## config.mk

```make
export PLATFORM = sky130hd
export DESIGN_NAME = bus_frame_receiver
export DESIGN_NICKNAME = d
export VERILOG_FILES = /design/src/rtl/bus_pkg.sv /design/src/rtl/crc4_serial.sv /design/src/rtl/bus_frame_receiver.sv
export SDC_FILE = /design/constraint.sdc
export NUM_CORES = 1
export LEC_CHECK = 0
export CAP_MARGIN = 40
export CORE_MARGIN = 2
export CORE_UTILIZATION = 65
export CTS_BUF_LIST = sky130_fd_sc_hd__clkbuf_4
export DETAILED_ROUTE_END_ITERATION = 7
export DONT_BUFFER_PORTS = 1
export PLACE_DENSITY = 0.81
export SYNTH_ARGS = -nofsm -noshare
export SYNTH_HDL_FRONTEND = slang
export SYNTH_SLANG_ARGS = --single-unit
```

## constraint.sdc

```tcl
create_clock -name clock -period 3.1 [get_ports clock]
set_clock_uncertainty 0.1 [all_clocks]
set_input_delay 0.775 -clock clock [delete_from_list [all_inputs] [get_ports clock]]
set_output_delay 0.775 -clock clock [all_outputs]
set_load 0.1 [all_outputs]
```

## src/rtl/bus_pkg.sv

```systemverilog
// Shared definitions for the serial bus frame receiver.
//   - Frame geometry: start bit + src + dst + mod + data + crc = 79 bits.
//   - CRC-4 polynomial x^4+x+1 and a single-bit update helper.
//   - Mode encodings and the receiver FSM state type.
package bus_pkg;

  localparam int FRAME_BITS   = 79;
  localparam int ADDR_W       = 4;
  localparam int MOD_W        = 2;
  localparam int DATA_W       = 64;
  localparam int CRC_W        = 4;

  // Bits covered by the CRC: src, dst, mod and data.
  localparam int PAYLOAD_BITS = 2 * ADDR_W + MOD_W + DATA_W;

  localparam logic [CRC_W-1:0] CRC_POLY    = 4'b0011;
  localparam logic [MOD_W-1:0] MOD_UNICAST = 2'b00;
  localparam logic [MOD_W-1:0] MOD_BCAST   = 2'b01;

  // Bit counter runs 0..77 across the header, data and CRC fields.
  localparam int            BIT_CNT_W = 7;
  localparam logic [BIT_CNT_W-1:0] HDR_LAST  = 7'd9;
  localparam logic [BIT_CNT_W-1:0] DATA_LAST = 7'd73;
  localparam logic [BIT_CNT_W-1:0] CRC_LAST  = 7'd77;

  typedef enum logic [1:0] {
    IDLE,
    HDR,
    DATA,
    CRC
  } rx_state_t;

  // One MSB-first step of the CRC-4 LFSR.
  function automatic logic [CRC_W-1:0] crc4_step(input logic [CRC_W-1:0] crc,
                                                 input logic             bit_in);
    logic fb;
    fb = crc[CRC_W-1] ^ bit_in;
    return {crc[CRC_W-2:0], 1'b0} ^ (fb ? CRC_POLY : '0);
  endfunction

endpackage

```

## src/rtl/crc4_serial.sv

```systemverilog
// Serial CRC-4 (x^4+x+1, init 0), one bit per enabled clock.
// Ports:
//   clock   - rising-edge clock
//   reset   - synchronous active-high reset, clears the remainder
//   clear   - restart the remainder at 0 (wins over enable)
//   enable  - fold bit_in into the remainder this cycle
//   bit_in  - serial data bit, MSB first
//   crc     - current remainder
module crc4_serial
  import bus_pkg::*;
(
  input  logic             clock,
  input  logic             reset,
  input  logic             clear,
  input  logic             enable,
  input  logic             bit_in,
  output logic [CRC_W-1:0] crc
);

  logic [CRC_W-1:0] crc_q;
  logic [CRC_W-1:0] crc_d;

  // NOTE: combinational next-state uses blocking '=' with a default first,
  // so every path assigns crc_d and no latch is inferred.
  always_comb begin
    crc_d = crc_q;
    if (clear) begin
      crc_d = '0;
    end else if (enable) begin
      crc_d = crc4_step(crc_q, bit_in);
    end
  end

  // NOTE: state registers use non-blocking '<=' so all flops update together.
  always_ff @(posedge clock) begin
    if (reset) begin
      crc_q <= '0;
    end else begin
      crc_q <= crc_d;
    end
  end

  assign crc = crc_q;

endmodule

```

## src/rtl/bus_frame_receiver.sv

```systemverilog
// Serial bus frame receiver: deframes 79-bit packets from a single-bit line,
// checks the CRC, filters by destination/mode and strobes accepted frames.
// Configuration macro: BUS_RX_CRC_CHECK_EN
//   defined   - CRC field is compared against a serially computed CRC-4
//   undefined - CRC field is consumed but ignored, crc_err tied low
// Parameters:
//   MY_ADDR    - this node's address
//   CNT_W      - width of the saturating accepted-frame counter
// Ports:
//   clock       - rising-edge clock, bus_in sampled here
//   reset       - synchronous active-high reset
//   bus_in      - serial line, idles low, start bit is 1
//   frame_valid - one-cycle pulse on an accepted frame
//   src_addr    - sender of the last accepted frame
//   rx_mod      - mode of the last accepted frame
//   rx_data     - data of the last accepted frame
//   crc_err     - one-cycle pulse on a CRC mismatch
//   addr_drop   - one-cycle pulse on a good frame not for this node
//   frame_cnt   - saturating count of accepted frames
module bus_frame_receiver
  import bus_pkg::*;
#(
  parameter logic [ADDR_W-1:0] MY_ADDR = 4'd0,
  parameter int                CNT_W   = 8
) (
  input  logic              clock,
  input  logic              reset,
  input  logic              bus_in,
  output logic              frame_valid,
  output logic [ADDR_W-1:0] src_addr,
  output logic [MOD_W-1:0]  rx_mod,
  output logic [DATA_W-1:0] rx_data,
  output logic              crc_err,
  output logic              addr_drop,
  output logic [CNT_W-1:0]  frame_cnt
);

  rx_state_t                 state_q, state_d;
  logic [BIT_CNT_W-1:0]      bit_cnt_q, bit_cnt_d;
  logic [PAYLOAD_BITS-1:0]   payload_q, payload_d;
  logic                      frame_valid_q, frame_valid_d;
  logic                      addr_drop_q, addr_drop_d;
  logic [ADDR_W-1:0]         src_q, src_d;
  logic [MOD_W-1:0]          mod_q, mod_d;
  logic [DATA_W-1:0]         data_q, data_d;
  logic [CNT_W-1:0]          cnt_q, cnt_d;

  // Field views of the shifted-in payload (src is oldest, data LSB newest).
  logic [ADDR_W-1:0] f_src;
  logic [ADDR_W-1:0] f_dst;
  logic [MOD_W-1:0]  f_mod;
  logic [DATA_W-1:0] f_data;
  logic              crc_bad;
  logic              accept;

  assign f_src  = payload_q[PAYLOAD_BITS-1 -: ADDR_W];
  assign f_dst  = payload_q[PAYLOAD_BITS-1-ADDR_W -: ADDR_W];
  assign f_mod  = payload_q[DATA_W +: MOD_W];
  assign f_data = payload_q[DATA_W-1:0];

`ifdef BUS_RX_CRC_CHECK_EN
  logic [CRC_W-2:0] crc_rx_q, crc_rx_d;
  logic             crc_err_q, crc_err_d;
  logic [CRC_W-1:0] crc_calc;

  crc4_serial u_crc (
    .clock  (clock),
    .reset  (reset),
    .clear  ((state_q == IDLE) && bus_in),
    .enable ((state_q == HDR) || (state_q == DATA)),
    .bit_in (bus_in),
    .crc    (crc_calc)
  );

  // The last CRC bit is still on bus_in when the frame is evaluated.
  assign crc_bad = ({crc_rx_q, bus_in} != crc_calc);
  assign crc_err = crc_err_q;
`else
  assign crc_bad = 1'b0;
  assign crc_err = 1'b0;
`endif

  assign accept = !crc_bad &&
                  (((f_mod == MOD_UNICAST) && (f_dst == MY_ADDR)) ||
                   (f_mod == MOD_BCAST));

  always_comb begin
    state_d       = state_q;
    bit_cnt_d     = bit_cnt_q;
    payload_d     = payload_q;
    frame_valid_d = 1'b0;
    addr_drop_d   = 1'b0;
    src_d         = src_q;
    mod_d         = mod_q;
    data_d        = data_q;
    cnt_d         = cnt_q;
`ifdef BUS_RX_CRC_CHECK_EN
    crc_rx_d      = crc_rx_q;
    crc_err_d     = 1'b0;
`endif

    unique case (state_q)
      IDLE: begin
        if (bus_in) begin
          state_d   = HDR;
          bit_cnt_d = '0;
        end
      end
      HDR: begin
        payload_d = {payload_q[PAYLOAD_BITS-2:0], bus_in};
        bit_cnt_d = bit_cnt_q + 7'd1;
        if (bit_cnt_q == HDR_LAST) state_d = DATA;
      end
      DATA: begin
        payload_d = {payload_q[PAYLOAD_BITS-2:0], bus_in};
        bit_cnt_d = bit_cnt_q + 7'd1;
        if (bit_cnt_q == DATA_LAST) state_d = CRC;
      end
      CRC: begin
        bit_cnt_d = bit_cnt_q + 7'd1;
`ifdef BUS_RX_CRC_CHECK_EN
        crc_rx_d  = {crc_rx_q[CRC_W-3:0], bus_in};
`endif
        if (bit_cnt_q == CRC_LAST) begin
          state_d = IDLE;
          if (crc_bad) begin
`ifdef BUS_RX_CRC_CHECK_EN
            crc_err_d = 1'b1;
`endif
          end else if (accept) begin
            frame_valid_d = 1'b1;
            src_d         = f_src;
            mod_d         = f_mod;
            data_d        = f_data;
            if (cnt_q != '1) cnt_d = cnt_q + 1'b1;
          end else begin
            addr_drop_d = 1'b1;
          end
        end
      end
      default: state_d = IDLE;
    endcase
  end

  always_ff @(posedge clock) begin
    if (reset) begin
      state_q       <= IDLE;
      bit_cnt_q     <= '0;
      frame_valid_q <= 1'b0;
      addr_drop_q   <= 1'b0;
      src_q         <= '0;
      mod_q         <= '0;
      data_q        <= '0;
      cnt_q         <= '0;
`ifdef BUS_RX_CRC_CHECK_EN
      crc_rx_q      <= '0;
      crc_err_q     <= 1'b0;
`endif
    end else begin
      state_q       <= state_d;
      bit_cnt_q     <= bit_cnt_d;
      frame_valid_q <= frame_valid_d;
      addr_drop_q   <= addr_drop_d;
      src_q         <= src_d;
      mod_q         <= mod_d;
      data_q        <= data_d;
      cnt_q         <= cnt_d;
`ifdef BUS_RX_CRC_CHECK_EN
      crc_rx_q      <= crc_rx_d;
      crc_err_q     <= crc_err_d;
`endif
    end
  end

  // NOTE: the payload shift register is pure datapath and is left unreset;
  // it is fully rewritten by every frame before any field is consumed.
  always_ff @(posedge clock) begin
    payload_q <= payload_d;
  end

  assign frame_valid = frame_valid_q;
  assign addr_drop   = addr_drop_q;
  assign src_addr    = src_q;
  assign rx_mod      = mod_q;
  assign rx_data     = data_q;
  assign frame_cnt   = cnt_q;

endmodule
```

==> impl_summary.md <==
CTS
The level count of the clock H-tree is 4. The CTS tree is yes. In this run, post-CTS hold repair placed 0 buffers. Buffers inserted during clock tree synthesis total 17.

For the worst-skew pair, the clock arrives at the later sink with an insertion delay of 0.54 ns. The clock transition at the registers of the reported paths is 0.15 ns. The total clock sinks is 163. The buffer depth of the longest clock path is 2. The number of gates given a new drive strength after cts is 0. The buffer type at the clock tree root is clkbuf_4. Post-CTS timing repair inserted 0 buffers for setup.

Power
The analysis attributes to cell leakage a power of 2.51 nW. The internal power is 0.00368 W. Of the total power, registers draw 0.616.

Summed over all nets, the switching power comes to 0.00147 W. Of the total power, the clock network draws 0.268. The combinational fraction of design power is 0.116. The fraction of power spent switching nets is 0.285. The highest ir drop seen on vdd is 557 µV. The power density over the cells is 705 nW/µm².

Timing
The count of final setup violators is 0. The worst hold slack after final layout is 0.193 ns. Setup repair after global routing left no endpoint under its margin. The post-route minimum period is 2.43 ns. The final max-slew violation count is 0.

The transition time of the tightest slew-check pin is 0.785 ns. The accumulated negative setup slack is 0 ns. The number of hold violations in the final report is 0. The highest attainable clock frequency is 412 MHz. Of the available clock period, the critical path in the final layout requires 0.782. The worst pin sits at a relative slew slack of 0.472.

Die
The placement row count is 34. The die is 97.4 µm wide. The full die area is 9490 µm².

The standard cell core area is 8590 µm². For this configuration, the core starts out at a cell density of 0.660. The die is 97.4 µm tall. Pin placement for this block handled 84 I/O pins.

Min path
The origin of the worst min-delay path is reset. The worst hold path terminates at rx_data[7]$_SDFFE_PP0P_. Counting instances, the worst hold path has a depth of 1.

In this run the worst hold path is classified as in -> reg.

Global routing
The wire length of the first global-routing pass is 20600 µm. The initial antenna violation count is 0. The maximum number of pins on one net before global-route repair is 87. The via count of the first global-routing pass is 4079. In the global route stage, overall resource usage came out at 0.284. The remaining global-route overflow is 0.

Yosys
edfxtp_1 takes more of the synthesized area than any other cell. The share of the Yosys chip area taken by registers is 0.705. In the post-synthesis netlist, the biggest area contributors are edfxtp_1 39%, dfxtp_1 31%, nand2_1 10%, a21oi_1 6.9%, ha_1 1.8%. Of the post-synthesis cell area, the dominant cell type holds 0.392. Sorting the synthesized cells by how often they occur yields 151 x nand2_1, 89 x dfxtp_1, 78 x a21oi_1. Synthesis inferred 163 register bits. The cell area that synthesis handed to floorplanning was 5680 µm². In this run the mean area of a mapped cell was 11.4 µm². For this run, asynchronously set or reset flops after synthesis account for 0. The most common cell in the synthesized netlist is nand2_1. The number of enable-type register cells in the synthesized netlist is 74. The synthesized netlist contains 37 unique library cells. For this run, the leading register cell type out of synthesis is dfxtp_1. The number of warnings reported in the yosys synthesis log is 0. The synthesized netlist net count is 509. After technology mapping, the gate count stands at 498.

Layout
The total area of sequential cells is 4000 µm². Of the cells placed in the final design, the portion with a size suffix greater than 1 is 0.216. The total area of multi-input combinational cells is 1540 µm². The area overhead of the layout relative to synthesis is 28.6%. The final layout contains 586 nets.

The post-layout utilization of the core is 0.850. Once layout is complete, the cells apart from fillers number 696. The number of fillers in the final layout is 430. The number of antenna diodes in the final layout is 0.

Drt
The total via count in the routed design is 4049. The detail route stage leaves a number of antenna-violating nets equal to 0. The residual DRC count is 0. The violation count after the first detailed-route iteration is 338. The mean routed wirelength per cell is 18.5 µm. The first-pass detailed-route iteration total is 4. In the routed layout, each cell is associated on average with a via count of 5.82. The routed wire length is 12900 µm.

Place
At the end of routability-driven placement, the weighted congestion stood at 0.768. The number of I/O port buffers is 0. The HPWL after detailed placement is 8100 µm.

The number of placed cells counting well taps is 664.

Critical path
The reg2reg setup slack is 0.67 ns. The data required time at the worst endpoint is 3.47 ns. The arrival time at the worst endpoint is 2.79 ns. The source of the worst register-to-register timing path is bit_cnt_q[0]$_SDFFE_PP0P_. The type of element launching the critical path is a flop.

The signal on the critical path passes through ha_1, and4bb_2, o2111a_2, buf_4, nand2_1, a21oi_1. Of all nets on the critical path, the largest fanout is 35. The worst-path cell with the longest stage delay is o2111a_2.

The length in cells of the worst reg-to-reg path is 6. The delay of the slowest cell on the worst path is 0.70 ns. The type of destination of the critical path is a flop. The class of the most critical setup path is reg -> reg. The terminus of the critical flop-to-flop path is rx_data[20]$_SDFFE_PP0P_.

Status
The flow ran to the end, and the final reports show no timing, DRC or antenna violations.

Run
Max-cap violations in this run came to 0.
==> critical path, delay by kind of cell, from the launching register on <==
kind | cells | cell delay [ns]
flops | 1 | 0.42
buf+inv | 1 | 0.37
simple gates | 2 | 0.44
compound gates | 2 | 0.86
fa+ha+maj | 1 | 0.16
==> sequential cells by signal, summed over array words and instances, names as in the netlist <==
register     cells
bit_cnt_q        7
rx_data         64
addr_drop        1
state_q          2
rx_mod           2
frame_valid      1
frame_cnt        8
payload_q       74
src_addr         4
==> power by group through the flow <==
| stage | clock (W) | sequential, W | combinational [W] |
|---|---|---|---|
| 6_report | 0.00138 | 0.00317 | 0.000599 |
| 5_1_grt | 0.00148 | 0.00321 | 0.000658 |
| 4_1_cts | 0.00140 | 0.00316 | 0.000605 |
| 3_5_place_dp | 0 | 0.00319 | 0.000608 |
| 3_3_place_gp | 0 | 0.00317 | 0.000521 |
| 2_1_floorplan | 0 | 0.00314 | 0.000403 |
==> worst max-delay path by stage <==
| stage | startpoint | end | slack, ns | cells past startpoint |
|---|---|---|---|---|
| after CTS | bit_cnt_q[0]$_SDFFE_PP0P_ | rx_data[20]$_SDFFE_PP0P_ | 0.69 | 6 |
| after global routing | bit_cnt_q[0]$_SDFFE_PP0P_ | rx_data[1]$_SDFFE_PP0P_ | 0.52 | 6 |
| after floorplan | state_q[0]$_SDFFE_PP0P_ | payload_q[0]$_DFFE_PP_ | 0.38 | 2 |
| final | bit_cnt_q[0]$_SDFFE_PP0P_ | rx_data[20]$_SDFFE_PP0P_ | 0.67 | 6 |
| after detailed placement | bit_cnt_q[0]$_SDFFE_PP0P_ | rx_data[1]$_SDFFE_PP0P_ | 0.73 | 6 |
| after global placement | bit_cnt_q[0]$_SDFFE_PP0P_ | rx_data[3]$_SDFFE_PP0P_ | 0.90 | 6 |
==> final cells by class <==
| type | instances | area share |
|---|---|---|
| Multi-Input combinational cell | 301 | 0.211 |
| Tap cell | 108 | 0.0185 |
| Clock buffer | 17 | 0.0175 |
| Inverter | 7 | 0.00360 |
| Clock inverter | 15 | 0.0266 |
| Timing Repair Buffer | 85 | 0.175 |
| Sequential cell | 163 | 0.548 |
==> placed cells by master (no fill, tap or decap), types with 4 or more instances in the layout <==
cell,n
ha_1,7
nor3_1,4
mux2_2,5
nor2_1,14
clkbuf_4,17
buf_4,14
buf_8,62
edfxtp_1,74
o21ai_0,4
buf_16,8
nand2_1,151
a21oi_1,78
inv_1,7
dfxtp_1,89
nand3_1,4
==> layer usage <==
metal  global-route usage  routed length, µm  vias to the layer above
li1                     -                  -                     1869
met4               0.0929                155                        0
met2                0.498               6880                      166
met3               0.0820                799                       17
met5                    0                  0                        -
met1                0.337               5050                     1997
==> logic make-up (layout without fill, tap and decap cells) <==
group                      Yosys count  in the layout  share of synthesized area
adders and majority gates            8              8                     0.0176
other                                1              1                   0.000661
buffers and inverters               34            124                     0.0260
DFF                                163            163                      0.705
and+or+nand+nor                    193            193                      0.146
AOI/OAI and AO/OA                   92             92                     0.0908
muxes                                7              7                     0.0134
==> metrics by stage <==
step | area [µm²] | setup slack [ns] | total power (W)
2_1_floorplan | 5680 | 0.384 | 0.00354
3_5_place_dp | 6980 | 0.727 | 0.00380
4_1_cts | 7300 | 0.685 | 0.00516
6_report | 7300 | 0.675 | 0.00515
5_1_grt | 7300 | 0.517 | 0.00535
3_3_place_gp | 5810 | 0.896 | 0.00369
No activity file was read; power rests on OpenSTA's default activity.
